`config.mk`:
```
export PLATFORM = sky130hd
export DESIGN_NAME = tdc_pulse_width_tile_flat
export DESIGN_NICKNAME = d
export VERILOG_FILES = /design/src/rtl/tdc_pulse_width_tile_pkg.sv /design/src/rtl/tdc_pulse_width_tile_if.sv /design/src/rtl/tdc_pulse_width_tile_sync.sv /design/src/rtl/tdc_pulse_width_tile.sv /design/src/flat_wrapper.sv
export SDC_FILE = /design/constraint.sdc
export NUM_CORES = 1
export LEC_CHECK = 0
export CAP_MARGIN = 20
export CORE_MARGIN = 2
export CORE_UTILIZATION = 40
export CTS_BUF_LIST = sky130_fd_sc_hd__clkbuf_4 sky130_fd_sc_hd__clkbuf_8
export DETAILED_ROUTE_END_ITERATION = 8
export MAX_ROUTING_LAYER = met4
export PLACE_DENSITY = 0.62
export REMOVE_ABC_BUFFERS = 1
export SETUP_SLACK_MARGIN = 0.3
export SLEW_MARGIN = 10
export SYNTH_ARGS = -nofsm -noshare
export SYNTH_HDL_FRONTEND = slang
export SYNTH_SLANG_ARGS = --single-unit
export TNS_END_PERCENT = 30
```
`constraint.sdc`:
```
create_clock -name clk -period 1.8 [get_ports clk]
set_input_delay 0.36 -clock clk [delete_from_list [all_inputs] [get_ports clk]]
set_output_delay 0.36 -clock clk [all_outputs]
set_load 0.1 [all_outputs]
```
`src/rtl/tdc_pulse_width_tile_pkg.sv`:
```
`default_nettype none
// ==== tdc_tile_pkg : shared widths, saturation value and FSM encoding ==== rev 1.0
package tdc_tile_pkg;

  localparam int              RES_W   = 7;
  localparam logic [RES_W-1:0] RES_SAT = 7'h7F;

  typedef enum logic [1:0] {
    ST_IDLE    = 2'd0,
    ST_ARMED   = 2'd1,
    ST_MEASURE = 2'd2
  } tdc_state_e;

  localparam logic [1:0] S_IDLE    = 2'(ST_IDLE);
  localparam logic [1:0] S_ARMED   = 2'(ST_ARMED);
  localparam logic [1:0] S_MEASURE = 2'(ST_MEASURE);

endpackage
`default_nettype wire

```
`src/rtl/tdc_pulse_width_tile_if.sv`:
```
`default_nettype none
// ==== tdc_pulse_width_tile_if : tile pad bus (ui_in / uo_out) ==== rev 1.0
interface tdc_pulse_width_tile_if;
  logic [7:0] ui_in;
  logic [7:0] uo_out;

  modport master (output ui_in, input uo_out);
  modport slave  (input ui_in, output uo_out);
endinterface
`default_nettype wire

```
`src/rtl/tdc_pulse_width_tile_sync.sv`:
```
`default_nettype none
// ==== sync_edge_detect : two-flop synchronizer, edge register, fill flag ==== rev 1.0
module sync_edge_detect
  import tdc_tile_pkg::*;
(
  input  logic clk,
  input  logic rst,
  input  logic din,
  output logic s,
  output logic rise,
  output logic fall,
  output logic ready
);

  logic       meta;
  logic       s_d;
  logic [1:0] fill;

  always_ff @(posedge clk) begin
    if (rst) begin
      meta <= 1'b0;
      s    <= 1'b0;
      s_d  <= 1'b0;
      fill <= 2'd0;
    end else begin
      meta <= din;
      s    <= meta;
      s_d  <= s;
      if (fill != 2'd2) fill <= fill + 2'd1;
    end
  end

  // s only reflects the live pin once two edges have passed since reset
  assign ready = (fill == 2'd2);
  assign rise  = s & ~s_d;
  assign fall  = ~s & s_d;

endmodule
`default_nettype wire

```
`src/rtl/tdc_pulse_width_tile.sv`:
```
`default_nettype none
// ==== tdc_pulse_width_tile : measures ui_in[0] high width in 2^PRE_LOG2-cycle ticks ==== rev 1.0
module tdc_pulse_width_tile
  import tdc_tile_pkg::*;
#(
  parameter int PRE_LOG2 = 0
) (
  input  logic                   clk,
  input  logic                   rst,
  tdc_pulse_width_tile_if.slave  pads
);

  // The rise cycle is itself the first high cycle, so it is counted on load
  localparam logic [RES_W-1:0] COUNT_LOAD = (PRE_LOG2 == 0) ? RES_W'(1) : '0;

  logic             s;
  logic             rise;
  logic             fall;
  logic             ready;
  logic [1:0]       state;
  logic [RES_W-1:0] count;
  logic [RES_W-1:0] result;
  logic             toggle;
  logic             tick_wrap;
  logic             unused_ui;

  sync_edge_detect u_sync (
    .clk   (clk),
    .rst   (rst),
    .din   (pads.ui_in[0]),
    .s     (s),
    .rise  (rise),
    .fall  (fall),
    .ready (ready)
  );

  generate
    if (PRE_LOG2 > 0) begin : g_prescale
      logic [PRE_LOG2-1:0] pre;

      always_ff @(posedge clk) begin
        if (rst) begin
          pre <= '0;
        end else if (state == S_ARMED && rise) begin
          pre <= PRE_LOG2'(1);
        end else if (state == S_MEASURE && !fall) begin
          pre <= pre + 1'b1;
        end
      end

      assign tick_wrap = &pre;
    end else begin : g_no_prescale
      assign tick_wrap = 1'b1;
    end
  endgenerate

  always_ff @(posedge clk) begin
    if (rst) begin
      state  <= S_IDLE;
      count  <= '0;
      result <= '0;
      toggle <= 1'b0;
    end else begin
      case (state)
        S_IDLE: begin
          if (ready && !s) state <= S_ARMED;
        end
        S_ARMED: begin
          if (rise) begin
            state <= S_MEASURE;
            count <= COUNT_LOAD;
          end
        end
        S_MEASURE: begin
          if (fall) begin
            result <= count;
            toggle <= ~toggle;
            state  <= S_ARMED;
          end else if (tick_wrap && count != RES_SAT) begin
            count <= count + 1'b1;
          end
        end
        default: state <= S_IDLE;
      endcase
    end
  end

  assign pads.uo_out = {toggle, result};
  assign unused_ui   = |pads.ui_in[7:1];

endmodule
`default_nettype wire

```
`src/flat_wrapper.sv`:
```
// flat-port wrapper written by rule: the top's interface ports become plain ports
module tdc_pulse_width_tile_flat import tdc_tile_pkg::*;
#(
  parameter int PRE_LOG2 = 0
)
  (clk, rst, pads_ui_in, pads_uo_out);
  tdc_pulse_width_tile_if pads_i ();
  input  logic clk;
  input  logic rst;
  input wire logic [$bits(pads_i.ui_in)-1:0] pads_ui_in;
  output wire logic [$bits(pads_i.uo_out)-1:0] pads_uo_out;
  assign pads_i.ui_in = pads_ui_in;
  assign pads_uo_out = pads_i.uo_out;
  tdc_pulse_width_tile #(.PRE_LOG2(PRE_LOG2)) u_core (.clk(clk), .rst(rst), .pads(pads_i));
endmodule
```
# [Word-level counts from Yosys, hierarchy flattened]
# Index checks and enable logic that the tools add are counted.
# Widths: inputs -> output; s select.
[totals] out_inout_bits=8 reg_bits=22 inputBits=10 wordCells=40
[classes] eq_ne=10 n_mux=8 bitwise=5 reduce_logical=7 addsub=2
[op_table] cell="$mux 7" n=3
[op_table] cell="$pmux 7 s2" n=1
[op_table] cell="$ne 2x1->1 const B" n=4
[op_table] cell="$add 7x1->7 const B" n=1
[op_table] cell="$ne 7x7->1 const B" n=1
[op_table] cell="$mux 2" n=3
[op_table] cell="$pmux 2 s3" n=1
[op_table] cell="$eq 2x2->1 const B" n=2
[op_table] cell="$ne 2x2->1 const B" n=2
[op_table] cell="$reduce_and 4->1" n=1
[op_table] cell="$not 1->1" n=3
[op_table] cell="$reduce_and 3->1" n=1
[op_table] cell="$add 2x1->2 const B" n=1
[op_table] cell="$and 1x1->1" n=2
[op_table] cell="$eq 2x1->1 const B" n=1
[op_table] cell="$logic_not 2->1" n=1
[op_table] cell="$reduce_and 2->1" n=1
[op_table] cell="$reduce_bool 2->1" n=1
[op_table] cell="$logic_and 1x1->1" n=1
[op_table] cell="$logic_not 1->1" n=1

# [Depth between registers and ports, before layout]
# Gate-level depths: netlist (run 1).
[logic_depth] depth_word=4 depth_mapped=5 depth_no_buf=5

# [Hierarchy]
# From an unflattened synthesis (run 1), not the netlist that was laid out.
[unflattened] cells_unflattened=99 hier_area_um2=930.9
[by_module_without_submodules] module="tdc_pulse_width_tile" seq_area_each_um2=340.3 n_inst=1 cells_per_inst=81 area_per_inst_um2=739.5
[by_module_without_submodules] module="sync_edge_detect" seq_area_each_um2=100.1 n_inst=1 cells_per_inst=18 area_per_inst_um2=191.4

# [Worst setup path after synthesis (run 1)]
# OpenSTA, ideal clock, no wires.
[synth_path] kind="register to register" start="register u_core.count[0]" end="register u_core.count[5]" path_slack_ns=0.464 path_buffers=0 setup_ns=0.130 required_ns=1.670 synth_period_minus_slack_ns=1.336 stages_incl_launch_ff=6 arrival_ns=1.206 cell_sequence="dfxtp_1 ha_1 nand3_1 o211a_1 a41oi_1 a31oi_1"
[synth_between] elab_chain_len=4 word_cells_on_any_way=7 classes_between="add/sub: 1; eq/ne: 2; mux: 3; reduce/logical: 1"
[synth_lines] element="start, declared" line="tdc_pulse_width_tile.sv:21" source="logic [RES_W-1:0] count;"
[synth_lines] element="start signal, assigned" line="tdc_pulse_width_tile.sv:80" source="count <= count + 1'b1;"
[synth_lines] element="$add 7x1->7" line="tdc_pulse_width_tile.sv:80"
[synth_lines] element="$mux 7" line="tdc_pulse_width_tile.sv:79" source="end else if (tick_wrap && count != RES_SAT) begin"
[synth_lines] element="$mux 7" line="tdc_pulse_width_tile.sv:75" source="if (fall) begin"
[synth_lines] element="$pmux 7 s2" line="tdc_pulse_width_tile.sv:64" source="case (state)"
# Parallel ways exist; a longest one is shown, timed or not. The select of a mux whose other input is x is not followed.
# A chain may end at the register's enable or synchronous reset.

# [Worst setup path after layout (run 1)]
# Ends and elaborated chain as after synthesis.

==> summary by stage, run 1 <==
STA
For the pin with the worst max-slew slack, the measured transition is between 0.3 and 0.4 ns. The clock period minus final worst setup slack is approximately 1.4 ns. The clock skew after layout is about 0.0031 ns. Setup violations remaining at the end of the flow were counted as 0. The post-layout worst setup margin is 0.394 ns. The final number of max-transition violations is 0. The hold violation count in the final report is 0. In the finished design, the share of the clock period the worst path needs comes to 0.781. Setup total negative slack on the finished layout was measured at 0 ns. Setup repair after global routing left no endpoint under its margin. Measured against its own limit, the worst slew margin works out to 0.781. The fmax is 711 MHz.

Yosys
The simple logic cell fraction of the synthesized area is 0.254. The synthesized instance count is around 110. In the synthesized netlist, the cells that appear most often are sky130_fd_sc_hd__dfxtp_1, sky130_fd_sc_hd__a21oi_1, sky130_fd_sc_hd__nand2_1. The complex-gate fraction of the synthesized area was 0.187.

The largest family of logic cells by synthesized area is simple AND/OR/NAND/NOR gates. The mean cell area of the mapped netlist is between 8 and 9 µm². By area the synthesized netlist is led by sky130_fd_sc_hd__dfxtp_1, sky130_fd_sc_hd__a21oi_1, sky130_fd_sc_hd__nand2_1, sky130_fd_sc_hd__nor2_1, sky130_fd_sc_hd__a31oi_1. Yosys instantiated no cell more often than sky130_fd_sc_hd__dfxtp_1. During synthesis, Yosys emitted a total of 0 warnings. Counting flops with a built-in enable in the synthesized netlist gives 0. The share of cell area taken by muxes after synthesis is 0. The share of async-settable or async-resettable flops after synthesis is 0.

The post-synthesis cell type count is 33. Of the total synthesized cell area, the portion taken by XOR and XNOR cells is 0.0184. For this run, the leading register cell type out of synthesis is sky130_fd_sc_hd__dfxtp_1. The area share of the largest cell type after synthesis is 0.464. The register bit total from synthesis is 22. Of the total synthesized cell area, the portion taken by full adders, half adders and majority gates is 0.0264. The synthesized netlist occupies a cell area of about 950 µm².

The dominant cell type by area after synthesis is sky130_fd_sc_hd__dfxtp_1. The share of the Yosys chip area taken by registers is 0.464.

Route
Dividing the detail-routed wire length by the instance count gives between 10 and 15 µm. The number of detailed-routing iterations run before antenna repair is 4. The final wirelength is about 1800 µm. The number of vias per cell after detailed routing is approximately 5.3.

The number of design rule violations left after detail routing is 0. The final route contains about 800 vias. The antenna violation net count after detailed routing is 0.

The number of violations reported at the end of detailed-routing iteration 0 is 11.

Power
IR analysis of the VDD net gives a maximum drop of roughly 0.51 mV. Dividing total power by cell area gives a power density of roughly 790 nW/µm². The reported leakage power is between 0.4 and 0.5 nW.

Clock tree
The CTS tree is built. Clock-pin slew was measured on the worst setup and hold paths at about 0.12 ns. The maximum buffer depth of the clock tree is 2. The number of clock sinks is 22. The number of CTS-inserted buffers is 3. The number of H-tree branching levels is 1. The worst-skew pair later-pin latency is approximately 0.31 ns.

The count of hold buffers inserted by post-cts repair is 0. CTS placed an instance of sky130_fd_sc_hd__clkbuf_4 at the clock tree root.

Floorplanning
During I/O placement, the number of pins put on the boundary was 18. The standard-cell row count is 17. The floorplan die area is about 2800 µm². The chip width is 52.7 µm. In this run the vertical extent of the chip is between 50 and 60 µm. For this configuration, the core starts out at a cell density of 0.425. In this run the standard cell core region covers 2230 µm².

Hold path
The worst hold path belongs to the class flip-flop to flip-flop. The cell depth of the worst hold path is 1.

Cells and area
At the end of the flow the core is filled with cells to 0.543. The layout-stage area growth over the synthesis result is 27.8%. The antenna diode count is 0.

The share of post-route cells with drive strength above 1 is 0.192. The fill cell instance count of the final layout is around 210. After the last flow step, the layout net total stands at between 100 and 150. The finished layout holds around 150 standard cells, fillers aside.

Placement
The placement-stage worst setup slack is 0.140 ns. In this run the tool buffered the top-level ports with 10 buffer cells. Once detailed placement completed, the half-perimeter wirelength came to between 1000 and 1500 µm.

The placer's final routability congestion estimate is between 0.8 and 0.9. The count of placed standard cells including taps is between 100 and 150.

Critical path
STA classifies the critical path startpoint as a flip-flop. In this run the worst path has a maximum fanout of 6. The category of the most critical setup path is flip-flop to flip-flop. The data arrival time of the critical path is between 1.5 and 2 ns. The critical path capture point type is a flip-flop.

The reg2reg setup slack is ~0.39 ns. The number of cells on the worst reg-to-reg path is 5. At the worst endpoint, the required time is a little under 2 ns.

Global route
After global routing the overflow that remains totals 0. The global-route usage over all layers is 0.152. The number of antenna violations at the first check in global routing is 0. Entering global routing, the biggest net connects 18 pins. The number of global-route vias before repair is 734. The wire length of the first global-routing pass is approximately 3000 µm.

Outcome
The flow ran to the end, and the final reports show no timing, DRC or antenna violations.

Job
The total of max-cap violations is 0.
## registers in the layout (all words and copies together) (netlist names)
name and flops:
u_core.count 7, u_core.result 7, u_core.state 2, u_core.toggle 1
u_core.u_sync.fill 2, u_core.u_sync.meta 1, u_core.u_sync.s 1, u_core.u_sync.s_d 1
## critical path: stages, from the launching register on
cell and delay (ns):
sky130_fd_sc_hd__dfxtp_4 0.39, sky130_fd_sc_hd__ha_2 0.21, sky130_fd_sc_hd__nand3_2 0.14, sky130_fd_sc_hd__o211a_1 0.28
sky130_fd_sc_hd__a41oi_1 0.22, sky130_fd_sc_hd__a31oi_1 0.05
## through the flow
step	power (W)	area, µm²	hold WS (ns)
final	0.000958	1210	0.457
after global routing	0.00103	1210	0.472
after CTS	0.000973	1200	0.461
after detailed placement	0.000701	1150	0.432
after global placement	0.000692	1150	0.423
after floorplan	0.000665	917	0.414
## placed cells by master, fill, tap and decap left out, drive strengths merged
cell type	instances
nand4bb	2
buf	11
and3	3
a41oi	1
o211a	1
a31oi	4
o21a	1
a21oi	14
nand3	5
nor3	1
nor2	8
nand4	1
or2b	2
a21o	1
ha	2
and2b	1
nand2b	2
clkdlybuf4s50	2
xor2	2
o2111ai	1
nor2b	3
clkbuf	4
dfxtp	22
o21ai	3
inv	4
nand2	15
o211ai	2
nor3b	1
o32a	1
## layer usage
| metal | GRT usage | vias to the layer above | share of wire |
|---|---|---|---|
| met5 | - | - | 0 |
| met4 | 0.0940 | 0 | 0.025 |
| met3 | 0.0257 | 5 | 0.019 |
| met2 | 0.250 | 8 | 0.50 |
| met1 | 0.170 | 368 | 0.46 |
| li1 | - | 401 | - |
## cell families (layout without fill, tap and decap cells)
group	Yosys count	after routing
xor gates and xnor gates	2	2
adders and majority gates	2	2
buffers and inverters	9	21
AOI/OAI and AO/OA	29	29
and+or+nand+nor	44	44
DFF	22	22
## final timing paths
check,from,end
max,u_core.count[0],u_core.count[5]
min,u_core.u_sync.meta,u_core.u_sync.s
min reg2reg,u_core.u_sync.meta,u_core.u_sync.s
max reg2reg,u_core.count[0],u_core.count[5]
## cell type report
| type | count | area, µm² | area share |
|---|---|---|---|
| Timing Repair Buffer | 13 | 203 | 0.167 |
| Sequential cell | 22 | 445 | 0.367 |
| Tap cell | 28 | 35.0 | 0.0289 |
| Multi-Input combinational cell | 77 | 479 | 0.395 |
| Inverter | 4 | 15.0 | 0.0124 |
| Clock buffer | 4 | 36.3 | 0.0299 |
## power breakdown
part	internal, W	switching (W)
Sequential	0.000521	0.0000315
Clock	0.000124	0.000143
Combinational	0.0000705	0.0000680
Total	0.000715	0.000243
## what timing repair did
item / in CTS / in global routing
pin swaps: 0 / 1
gates resized for setup: 3 / 4
buffers inserted: 0 / 0
setup endpoints to repair: 4 / 1
Note: power is estimated with default switching activity, not from simulation.
==> inputs of run 2 (changes only) <==
Settings changed: PLACE_DENSITY 0.62 to 0.64.
Clock period 1.8 ns to 1.25 ns, I/O delays scaled along.
==> run 2 against run 1 <==
Against the previous run: the run now ends with setup timing left; critical path depth stayed put; wire length increased by 28%; register-to-register slack got worse by 0.39 ns; critical endpoint is now u_core.count[6]; final cell count is 11% higher; non-clock buffer count increased by 16; clock-buffer cell count did not move; fmax grew 12%; highest routed layer unchanged; global-route usage rose by 2.8 points.
==> summary by stage, run 2 (synthesized netlist as in run 1, its figures left out) <==
Outcome
The run finished, with violations left. The checks that failed: setup timing.

Clock tree
For the worst-skew pair, the clock arrives at the later sink with an insertion delay of about 0.30 ns. The number of clock buffers added by TritonCTS is 3. The clock passes through at most 2 buffers. The register clock-pin slew on the reported worst setup and hold paths is between 0.1 and 0.15 ns.

The number of H-tree branching levels is 1. The CTS tree is built. The count of hold buffers inserted by post-cts repair is 0.

The cell sitting at the root of the clock tree is a sky130_fd_sc_hd__clkbuf_4. The number of clock sinks is 22.

STA
Based on the critical path, the design can be clocked at up to ~800 MHz. Setup repair after global routing could not meet its margin everywhere. Setup violations remaining at the end of the flow were counted as 1. The share of the cycle needed by the critical path after routing is 1.00. The headroom to the max-slew limit is 0.847. The post-layout worst setup margin is -0.000918 ns. The final number of max-transition violations is 0. The accumulated negative setup slack is -0.000918 ns. The clock period minus final worst setup slack is approximately 1.3 ns. The transition at the pin with the smallest max-transition slack is between 0.2 and 0.25 ns. The hold violation count in the final report came to 0. The final worst hold slack is around 0.46 ns. The clock skew after layout is between 0.007 and 0.008 ns.

Critical path
The required time of the critical path is roughly 1.5 ns. STA classifies the critical path startpoint as a flip-flop. STA classifies the critical path endpoint as a flip-flop. The category of the most critical setup path is flip-flop to flip-flop. For the worst setup path, the data arrival time is ~1.5 ns. In this run the worst path has a maximum fanout of 7. The reg2reg setup slack is -0.0009 ns.

Route
The first TritonRoute pass finished after 4 iterations. Using the TritonRoute via totals, the vias-per-cell ratio works out to ~5.4. After the first detailed-routing iteration, the DRC count stood at 17. The number of design rule violations left after detail routing is 0.

Once detail routing completed, the nets flagged for antenna violations numbered 0. In the final routed layout, each cell accounts on average for 13.8 µm. The total via count after detailed routing is approximately 880.

The final wirelength is around 2300 µm.

Cells and area
The net count of the finished layout is about 150. The largest registers in the layout are u_core.count: 7 flops, u_core.result: 7 flops. The antenna diode count is 0. The library cell used most frequently in the layout, excluding fill and tap cells, is sky130_fd_sc_hd__buf_4. Leaving out fill and tap cells, the most frequent cells in the layout are sky130_fd_sc_hd__buf_4, sky130_fd_sc_hd__nand2_1, sky130_fd_sc_hd__a21oi_1, sky130_fd_sc_hd__dfxtp_2. In the final layout, the share of cells above drive strength 1 is 0.478.

Excluding fillers, the count of instances in the completed layout stands at 164. Compared with the post-synthesis result, the final layout area differs by 52.7%.

Placement
The post-DP HPWL is around 1500 µm. At the end of routability-driven placement, the weighted congestion stood at between 0.8 and 0.9. The count of placed standard cells including taps is ~160. The count of buffers added on input and output ports is 10.

The placement-stage worst setup slack is -0.316 ns.

Floorplanning
The floorplan die area is roughly 2800 µm². The number of primary I/O pins is 18. The placeable core region is ~2200 µm². The vertical extent of the die is around 53 µm.

Measured along the x axis, the die boundary spans roughly 53 µm. The standard-cell row count is 17. The effective utilization at floorplan is 0.425.

Global route
The number of global-route vias before repair is about 840. The global-route usage over all layers is 0.180. The wire length of the first global-routing pass is ~3700 µm. The number of antenna violations at the first check in global routing was 0. Summed over all layers, the global routing overflow is 0. The largest net degree at the start of global routing is 13.

Power
The reported leakage power is about 0.53 nW. The maximum vdd ir drop is just under 0.9 mV. Dividing total power by cell area gives a power density of 1080 nW/µm². The overall power of the completed layout is ~0.0016 W.

Job
Across the run, the number of max-cap violations was 0.

Hold path
The worst hold path class is flip-flop to flip-flop.
## run 2: per-stage QoR
step | instance area, µm² | utilization
after CTS | 1360 | 0.609
after detailed placement | 1240 | 0.554
final | 1450 | 0.649
after global routing | 1450 | 0.649
after floorplan | 917 | -
after global placement | 1240 | 0.554
## run 2: worst paths after layout
kind              cells past startpoint          startpoint               to
setup reg to reg                      5     u_core.state[0]  u_core.count[6]
setup / recovery                      5     u_core.state[0]  u_core.count[6]
hold reg to reg                       1  u_core.u_sync.meta  u_core.u_sync.s
hold / removal                        1  u_core.u_sync.meta  u_core.u_sync.s
## run 2: critical path: stages (launching register included)
cell	delay (ns)
sky130_fd_sc_hd__dfxtp_4	0.40
sky130_fd_sc_hd__and2b_2	0.26
sky130_fd_sc_hd__nand2_4	0.07
sky130_fd_sc_hd__buf_4	0.13
sky130_fd_sc_hd__nor3_1	0.20
sky130_fd_sc_hd__o21a_1	0.13
## run 2: layer usage
metal	part of all wire	GRT usage	routed length, µm
met4	0.0053	0.0684	12
met1	0.49	0.224	1100
met2	0.49	0.285	1110
met3	0.021	0.0371	47
met5	0	-	0
## run 2: power breakdown
part / internal (W) / total (W) / switching, W
registers: 0.000762 / 0.000829 / 0.0000669
clock network: 0.000177 / 0.000382 / 0.000205
logic: 0.000201 / 0.000353 / 0.000152
total: 0.00114 / 0.00156 / 0.000424
## run 2: layout make-up
| cell class | instances | area (µm²) |
|---|---|---|
| fill | 183 | 783 |
| multi-input combinational | 77 | 564 |
| sequential | 22 | 463 |
| timing repair buffer | 29 | 337 |
| clock buffer | 4 | 36.3 |
| tap | 28 | 35.0 |
| inverter | 4 | 15.0 |
## run 2: timing repair
| item | 4_1_cts | 5_1_grt |
|---|---|---|
| resized for setup | 19 | 25 |
| pin swaps | 9 | 10 |
| setup buffers | 3 | 2 |
| setup endpoints to repair | 26 | 27 |
